===== config.mk =====
export PLATFORM = sky130hd
export DESIGN_NAME = csd_encoder_flat
export DESIGN_NICKNAME = d
export VERILOG_FILES = /design/src/rtl/csd_pkg.sv /design/src/rtl/csd_encoder_if.sv /design/src/rtl/csd_digit_cell.sv /design/src/rtl/csd_encoder.sv /design/src/flat_wrapper.sv
export SDC_FILE = /design/constraint.sdc
export NUM_CORES = 1
export LEC_CHECK = 0
export BUFFER_PORTS_ARGS = -buffer_cell sky130_fd_sc_hd__buf_2
export CAP_MARGIN = 10
export CORE_AREA = 2 2 80 82
export CTS_CLUSTER_DIAMETER = 50
export CTS_CLUSTER_SIZE = 30
export DETAILED_ROUTE_END_ITERATION = 8
export DIE_AREA = 0 0 82 84
export GPL_ROUTABILITY_DRIVEN = 0
export GPL_TIMING_DRIVEN = 0
export PLACE_DENSITY = 0.57
export SYNTH_ARGS = -nofsm -noshare
export SYNTH_HDL_FRONTEND = slang
export SYNTH_SLANG_ARGS = --single-unit
export TNS_END_PERCENT = 30

===== constraint.sdc =====
create_clock -name clk -period 3.3 [get_ports clk]
set_input_delay 0.33 -clock clk [delete_from_list [all_inputs] [get_ports clk]]
set_output_delay 0.33 -clock clk [all_outputs]
set_load 0.02 [all_outputs]

===== src/rtl/csd_pkg.sv =====
// Shared CSD definitions: digit codes and encoder FSM state encoding.
// Latency: none (declarations only).
// Backpressure: none (declarations only).
package csd_pkg;

  // Digit codes stored in the CSD digit memory; the datapath zero-detect
  // compares against CSD_POS, so these must stay in lockstep with it.
  localparam logic [7:0] CSD_POS  = 8'h01;
  localparam logic [7:0] CSD_NEG  = 8'hFF;
  localparam logic [7:0] CSD_ZERO = 8'h00;

  typedef enum logic [1:0] {
    IDLE = 2'd0,
    RUN  = 2'd1,
    DONE = 2'd2
  } csd_state_t;

endpackage


===== src/rtl/csd_encoder_if.sv =====
// Request/response and memory-write bundle of the CSD encoder.
// Latency: none (wires only).
// Backpressure: none; start is a one-cycle request sampled only when idle.
interface csd_encoder_if #(
  parameter int WIDTH = 15,
  parameter int AW    = 4
);
  logic             start;
  logic [WIDTH-1:0] din;
  logic             busy;
  logic             done;
  logic             mem_we;
  logic [AW-1:0]    mem_addr;
  logic [7:0]       mem_data;
  logic [AW:0]      nz_count;

  modport master (
    output start, din,
    input  busy, done, mem_we, mem_addr, mem_data, nz_count
  );

  modport slave (
    input  start, din,
    output busy, done, mem_we, mem_addr, mem_data, nz_count
  );
endinterface


===== src/rtl/csd_digit_cell.sv =====
// One CSD recoding step: (x0, x1, carry) -> digit code, carry out, non-zero flag.
// Latency: combinational.
// Backpressure: none.
module csd_digit_cell
  import csd_pkg::*;
(
  input  logic       x0,
  input  logic       x1,
  input  logic       c_in,
  output logic [7:0] code,
  output logic       c_out,
  output logic       nz
);

  // d = x0 + c_in - 2*maj(x0,x1,c_in): non-zero only when exactly one of
  // x0/c_in is set, and then its sign is chosen by x1 (x1=1 pushes the carry on).
  always_comb begin
    c_out = (x0 & x1) | (x0 & c_in) | (x1 & c_in);
    nz    = x0 ^ c_in;
    code  = CSD_ZERO;
    if (nz) begin
      code = x1 ? CSD_NEG : CSD_POS;
    end
  end

endmodule


===== src/rtl/csd_encoder.sv =====
// Serial binary-to-CSD recoder writing WIDTH+1 digit codes LSB first to the digit memory.
// Latency: digit k written in cycle T0+1+k after start acceptance; done pulses at T0+WIDTH+2.
// Backpressure: none; start is ignored unless idle, din is latched only on acceptance.
module csd_encoder
  import csd_pkg::*;
#(
  parameter int WIDTH = 15,
  parameter int AW    = 4
) (
  input  logic           clk,
  input  logic           reset,
  csd_encoder_if.slave   bus
);

  localparam logic [AW-1:0] LAST = AW'(WIDTH);

  csd_state_t     state;
  logic [WIDTH:0] sr;
  logic           c;
  logic [AW:0]    cnt;

  logic       cell_x0;
  logic       cell_x1;
  logic       cell_c;
  logic [7:0] cell_code;
  logic       cell_c_out;
  logic       cell_nz;

  // Digit 0 is recoded straight from din on the accepting edge so the first
  // write lands in the very next cycle; later digits come from the shift register.
  always_comb begin
    cell_x0 = sr[0];
    cell_x1 = sr[1];
    cell_c  = c;
    if (state == IDLE) begin
      cell_x0 = bus.din[0];
      cell_x1 = bus.din[1];
      cell_c  = 1'b0;
    end
  end

  csd_digit_cell u_cell (
    .x0    (cell_x0),
    .x1    (cell_x1),
    .c_in  (cell_c),
    .code  (cell_code),
    .c_out (cell_c_out),
    .nz    (cell_nz)
  );

  // Conversion FSM with registered memory-write and status outputs.
  always_ff @(posedge clk or negedge reset) begin
    if (!reset) begin
      state        <= IDLE;
      sr           <= '0;
      c            <= 1'b0;
      cnt          <= '0;
      bus.busy     <= 1'b0;
      bus.done     <= 1'b0;
      bus.mem_we   <= 1'b0;
      bus.mem_addr <= '0;
      bus.mem_data <= CSD_ZERO;
      bus.nz_count <= '0;
    end else begin
      case (state)
        IDLE: begin
          if (bus.start) begin
            sr           <= {2'b00, bus.din[WIDTH-1:1]};
            c            <= cell_c_out;
            cnt          <= {{AW{1'b0}}, cell_nz};
            bus.busy     <= 1'b1;
            bus.mem_we   <= 1'b1;
            bus.mem_addr <= '0;
            bus.mem_data <= cell_code;
            state        <= RUN;
          end
        end
        RUN: begin
          // The digit currently on the bus is the last one: close out the run.
          if (bus.mem_addr == LAST) begin
            bus.busy     <= 1'b0;
            bus.mem_we   <= 1'b0;
            bus.mem_data <= CSD_ZERO;
            bus.done     <= 1'b1;
            bus.nz_count <= cnt;
            state        <= DONE;
          end else begin
            sr           <= sr >> 1;
            c            <= cell_c_out;
            cnt          <= cnt + {{AW{1'b0}}, cell_nz};
            bus.mem_addr <= bus.mem_addr + 1'b1;
            bus.mem_data <= cell_code;
          end
        end
        DONE: begin
          bus.done     <= 1'b0;
          bus.mem_addr <= '0;
          state        <= IDLE;
        end
        default: begin
          state <= IDLE;
        end
      endcase
    end
  end

endmodule


===== src/flat_wrapper.sv =====
// flat-port wrapper written by rule: the top's interface ports become plain ports
module csd_encoder_flat import csd_pkg::*;
#(
  parameter int WIDTH = 15,
  parameter int AW    = 4
)
  (clk, reset, bus_start, bus_din, bus_busy, bus_done, bus_mem_we, bus_mem_addr, bus_mem_data, bus_nz_count);
  csd_encoder_if #(.WIDTH(WIDTH), .AW(AW)) bus_i ();
  input  logic clk;
  input  logic reset;
  input wire logic [$bits(bus_i.start)-1:0] bus_start;
  input wire logic [$bits(bus_i.din)-1:0] bus_din;
  output wire logic [$bits(bus_i.busy)-1:0] bus_busy;
  output wire logic [$bits(bus_i.done)-1:0] bus_done;
  output wire logic [$bits(bus_i.mem_we)-1:0] bus_mem_we;
  output wire logic [$bits(bus_i.mem_addr)-1:0] bus_mem_addr;
  output wire logic [$bits(bus_i.mem_data)-1:0] bus_mem_data;
  output wire logic [$bits(bus_i.nz_count)-1:0] bus_nz_count;
  assign bus_i.start = bus_start;
  assign bus_i.din = bus_din;
  assign bus_busy = bus_i.busy;
  assign bus_done = bus_i.done;
  assign bus_mem_we = bus_i.mem_we;
  assign bus_mem_addr = bus_i.mem_addr;
  assign bus_mem_data = bus_i.mem_data;
  assign bus_nz_count = bus_i.nz_count;
  csd_encoder #(.WIDTH(WIDTH), .AW(AW)) u_core (.clk(clk), .reset(reset), .bus(bus_i));
endmodule

==> impl_results.html <==
<table>
<tr><th>Metric</th><th>Value</th></tr>
<tr><th colspan="2">Detailed routing</th></tr>
<tr><td>Overall routed net length</td><td>between 3000 and 4000 um</td></tr>
<tr><td>Via total after detailed routing</td><td>~1400</td></tr>
<tr><td>Average detailed-routed wire length per instance</td><td>about 13 um</td></tr>
<tr><td>Iter 0 DRT Violations</td><td>71</td></tr>
<tr><td>Length of the first detailed-routing pass in iterations</td><td>6</td></tr>
<tr><td>Number of antenna-violating nets in the routed design</td><td>0</td></tr>
<tr><td>Post-DR vias/cell</td><td>roughly 4.8</td></tr>
<tr><td>DRC Markers</td><td>0</td></tr>
<tr><th colspan="2">Run status</th></tr>
<tr><td>Result of the run</td><td>finished clean</td></tr>
<tr><th colspan="2">Worst setup path</th></tr>
<tr><td>Nature of the critical path endpoint</td><td>flip-flop</td></tr>
<tr><td>Data arrival time of the worst path</td><td>around 2.7 ns</td></tr>
<tr><td>Reg2reg setup slack</td><td>0.80 ns</td></tr>
<tr><td>R2r endpoint</td><td>u_core.cnt[0]</td></tr>
<tr><td>R2R depth</td><td>6</td></tr>
<tr><td>Setup Crit Path Kind</td><td>flip-flop to flip-flop</td></tr>
<tr><td>Launching instance or port of the critical path</td><td>u_core.state[1]</td></tr>
<tr><td>Worst path required time</td><td>around 3.5 ns</td></tr>
<tr><td>Worst setup endpoint</td><td>u_core.cnt[0]</td></tr>
<tr><td>Category of the worst setup path launch point</td><td>flip-flop</td></tr>
<tr><td>Startpoint of the worst register-to-register path</td><td>u_core.state[1]</td></tr>
<tr><td>Peak fanout along the critical path</td><td>9</td></tr>
<tr><th colspan="2">Floorplanning</th></tr>
<tr><td>Effective utilization at floorplan</td><td>0.286</td></tr>
<tr><td>Number of standard-cell rows in the floorplan</td><td>29</td></tr>
<tr><td>I/O Pins</td><td>38</td></tr>
<tr><td>Core region area</td><td>about 6100 sq um</td></tr>
<tr><td>Overall die height</td><td>84 um</td></tr>
<tr><td>Die boundary width</td><td>around 80 um</td></tr>
<tr><td>Overall die area</td><td>between 6000 and 7000 sq um</td></tr>
<tr><th colspan="2">Synth</th></tr>
<tr><td>Cell area after synthesis</td><td>about 1700 sq um</td></tr>
<tr><td>FFs w/ async S/R, synth</td><td>1.00</td></tr>
<tr><td>Yosys cell types</td><td>39</td></tr>
<tr><td>Ys flop type</td><td>sky130_fd_sc_hd__dfrtp_1</td></tr>
<tr><td>Instance count of the mapped netlist</td><td>~170</td></tr>
<tr><td>Number of enable flip-flop cells after synthesis</td><td>0</td></tr>
<tr><td>Flip-flop and latch count after synthesis</td><td>35</td></tr>
<tr><td>Mean Syn Cell Area</td><td>around 11 sq um</td></tr>
<tr><td>Nets in the synthesized netlist</td><td>around 190</td></tr>
<tr><td>Register area share after synthesis</td><td>0.503</td></tr>
<tr><td>Synth warnings</td><td>0</td></tr>
<tr><th colspan="2">Final layout</th></tr>
<tr><td>Filler instances</td><td>~650</td></tr>
<tr><td>Finished layout cell area</td><td>about 2100 sq um</td></tr>
<tr><td>Post-layout net count</td><td>~230</td></tr>
<tr><td>Ratio of cells with drive above 1 in the final layout</td><td>0.348</td></tr>
<tr><td>Leading cell types in the layout, fill and taps excluded</td><td>sky130_fd_sc_hd__buf_2, sky130_fd_sc_hd__dfrtp_1, sky130_fd_sc_hd__nand2_1, sky130_fd_sc_hd__a21oi_1, sky130_fd_sc_hd__a31oi_1</td></tr>
<tr><td>Area growth syn-to-layout</td><td>20.8%</td></tr>
<tr><td># diodes</td><td>0</td></tr>
<tr><td>Most frequent standard cell in the layout excluding fill and tap cells</td><td>sky130_fd_sc_hd__buf_2</td></tr>
<tr><td>Final std cells w/o fill</td><td>around 290</td></tr>
<tr><th colspan="2">Power and ir drop</th></tr>
<tr><td>Sequential Power Share</td><td>0.340</td></tr>
<tr><td>Maximum vdd drop</td><td>about 0.30 mV</td></tr>
<tr><td>Clock network fraction of design power</td><td>0.127</td></tr>
<tr><td>Cell internal power dissipation</td><td>between 0.001 and 0.0015 W</td></tr>
<tr><td>Switching share of power</td><td>0.405</td></tr>
<tr><td>Switching pwr</td><td>between 0.0009 and 0.001 W</td></tr>
<tr><td>Part of the total power dissipated in combinational logic</td><td>0.533</td></tr>
<tr><td>Static Leakage</td><td>between 1 and 1.5 nW</td></tr>
<tr><td>Pwr Density</td><td>1110 nW/um^2</td></tr>
<tr><th colspan="2">Worst hold path</th></tr>
<tr><td>Hold Path Class</td><td>input port to asynchronous set/reset pin</td></tr>
<tr><th colspan="2">Clocking</th></tr>
<tr><td>Largest buffer count on any clock path</td><td>2</td></tr>
<tr><td>Clock H-tree levels</td><td>2</td></tr>
<tr><td>Hold-fix buffers, CTS</td><td>0</td></tr>
<tr><td>Buffers inserted by post-CTS timing repair</td><td>0</td></tr>
<tr><td>Number of buffers added by the clock tree synthesis step</td><td>5</td></tr>
<tr><td>Clock tree from TritonCTS</td><td>built</td></tr>
<tr><td>Latest clock arrival within the worst-skew pair</td><td>around 0.28 ns</td></tr>
<tr><td>CTS-repair resized insts</td><td>0</td></tr>
<tr><td>Number of sinks handled by clock tree synthesis</td><td>35</td></tr>
<tr><td>Clock slew at the register clock pins of the worst setup and hold paths</td><td>around 0.07 ns</td></tr>
<tr><td>Master cell of the clock root buffer</td><td>sky130_fd_sc_hd__clkbuf_8</td></tr>
<tr><th colspan="2">Timing</th></tr>
<tr><td>Post-layout minimum cycle time</td><td>2.50 ns</td></tr>
<tr><td>Crit share post-route</td><td>0.758</td></tr>
<tr><td>Final Max Tran Viols</td><td>0</td></tr>
<tr><td>Rel. slew slack</td><td>0.479</td></tr>
<tr><td>Setup repair after global routing missed its margin</td><td>no</td></tr>
<tr><td>Final setup TNS</td><td>0 ns</td></tr>
<tr><td>Final Skew</td><td>0.00670 ns</td></tr>
<tr><td>Hold Vio Cnt, Final</td><td>0</td></tr>
<tr><td>Slew at the pin closest to its max-slew limit</td><td>0.781 ns</td></tr>
<tr><td>Final setup violating endpoints</td><td>0</td></tr>
<tr><td>Achievable clock frequency</td><td>between 300 and 400 MHz</td></tr>
<tr><th colspan="2">Global routing</th></tr>
<tr><td>Initial antenna violation count</td><td>0</td></tr>
<tr><td>All-Layer GR Usage</td><td>0.125</td></tr>
<tr><td>Remaining global-route overflow</td><td>0</td></tr>
<tr><td>Wire length of the first global-routing pass</td><td>6600 um</td></tr>
<tr><td>Largest net degree at the start of global routing</td><td>36</td></tr>
<tr><td>Number of global-route vias before repair</td><td>around 1400</td></tr>
<tr><th colspan="2">Place</th></tr>
<tr><td>Number of cells after detailed placement</td><td>about 280</td></tr>
<tr><td>DPL Wire Length</td><td>2730 um</td></tr>
<tr><td>Placed standard-cell area</td><td>just over 2000 sq um</td></tr>
<tr><td>Number of buffers added on ports</td><td>37</td></tr>
<tr><th colspan="2">Flow run</th></tr>
<tr><td>Number of max-cap violations</td><td>0</td></tr>
</table>
synthesized netlist by cell type, drive strengths merged, types with 3 or more instances:
cell   count  area share
a21oi     13       0.037
a31oi     13       0.047
buf       14       0.064
dfrtp     35        0.50
ha         4       0.029
inv        3      0.0065
mux2       9       0.065
mux2i      4       0.023
nand2     31       0.068
nand3      5       0.014
nor2       3       0.011
o21ai      4       0.012
power by group through the flow:
stage               Combinational, W  Sequential [W]  Clock, W
detailed placement           0.00125        0.000800         0
floorplan                   0.000872        0.000856         0
CTS                          0.00126        0.000794  0.000307
global route                 0.00139        0.000828  0.000327
finish                       0.00124        0.000790  0.000296
global placement             0.00123        0.000795         0
worst min path at each step:
| stage | slack (ns) | end | from |
|---|---|---|---|
| 2_1_floorplan | 0.03 | u_core.bus.busy | reset |
| 3_3_place_gp | 0.46 | u_core.cnt[4] | u_core.cnt[4] |
| 3_5_place_dp | 0.47 | u_core.sr[3] | reset |
| 4_1_cts | 0.16 | u_core.sr[5] | reset |
| 5_1_grt | 0.20 | u_core.sr[6] | reset |
| 6_report | 0.12 | u_core.sr[6] | reset |
per-layer routing:
layer  vias to the layer above  routed length (um)  GRT usage
li1                        674                   -          -
met5                         -                   0          0
met2                        32                1820      0.187
met1                       662                1750      0.170
met3                         6                 177     0.0325
met4                         0                  57     0.0530
layout make-up:
cell class | instances | area (sq um) | area share
Tap cell | 77 | 96.3 | 0.0458
Clock inverter | 1 | 5.00 | 0.00238
Inverter | 3 | 11.3 | 0.00535
Multi-Input combinational cell | 112 | 738 | 0.351
Sequential cell | 35 | 876 | 0.416
Clock buffer | 7 | 76.3 | 0.0363
Timing Repair Buffer | 37 | 185 | 0.0880
Buffer | 15 | 115 | 0.0547
cell families after synthesis:
logic type,count (synthesis),share of synthesized area
compound gates,45,0.168
fa+ha+maj,4,0.0288
buf+inv,18,0.0726
flops,35,0.503
mux,13,0.0877
simple gates,50,0.139
critical path, stage by stage (launching register included):
cell and delay [ns]:
sky130_fd_sc_hd__dfrtp_1 0.47, sky130_fd_sc_hd__nor2_1 0.36, sky130_fd_sc_hd__mux2_2 0.39, sky130_fd_sc_hd__ha_1 0.35, sky130_fd_sc_hd__ha_1 0.29, sky130_fd_sc_hd__mux2_4 0.26
sky130_fd_sc_hd__mux2_4 0.26
stage by stage:
stage	total power, W	hold slack (ns)	util	setup slack [ns]
after floorplan	0.00173	0.0344	-	0.993
after global placement	0.00202	0.464	0.332	0.843
after detailed placement	0.00205	0.467	0.332	0.816
after CTS	0.00236	0.160	0.345	0.790
after global routing	0.00255	0.202	0.345	0.669
final	0.00233	0.119	0.345	0.799
registers in the layout, summed over array words and instances (netlist names):
register and flops:
u_core.bus.done 1, u_core.bus.nz_count 5, u_core.bus.mem_addr 4, u_core.bus.mem_data 2
u_core.bus.busy 1, u_core.state 2, u_core.cnt 5, u_core.c 1
u_core.sr 14
Note: power is estimated with default switching activity, not from simulation.
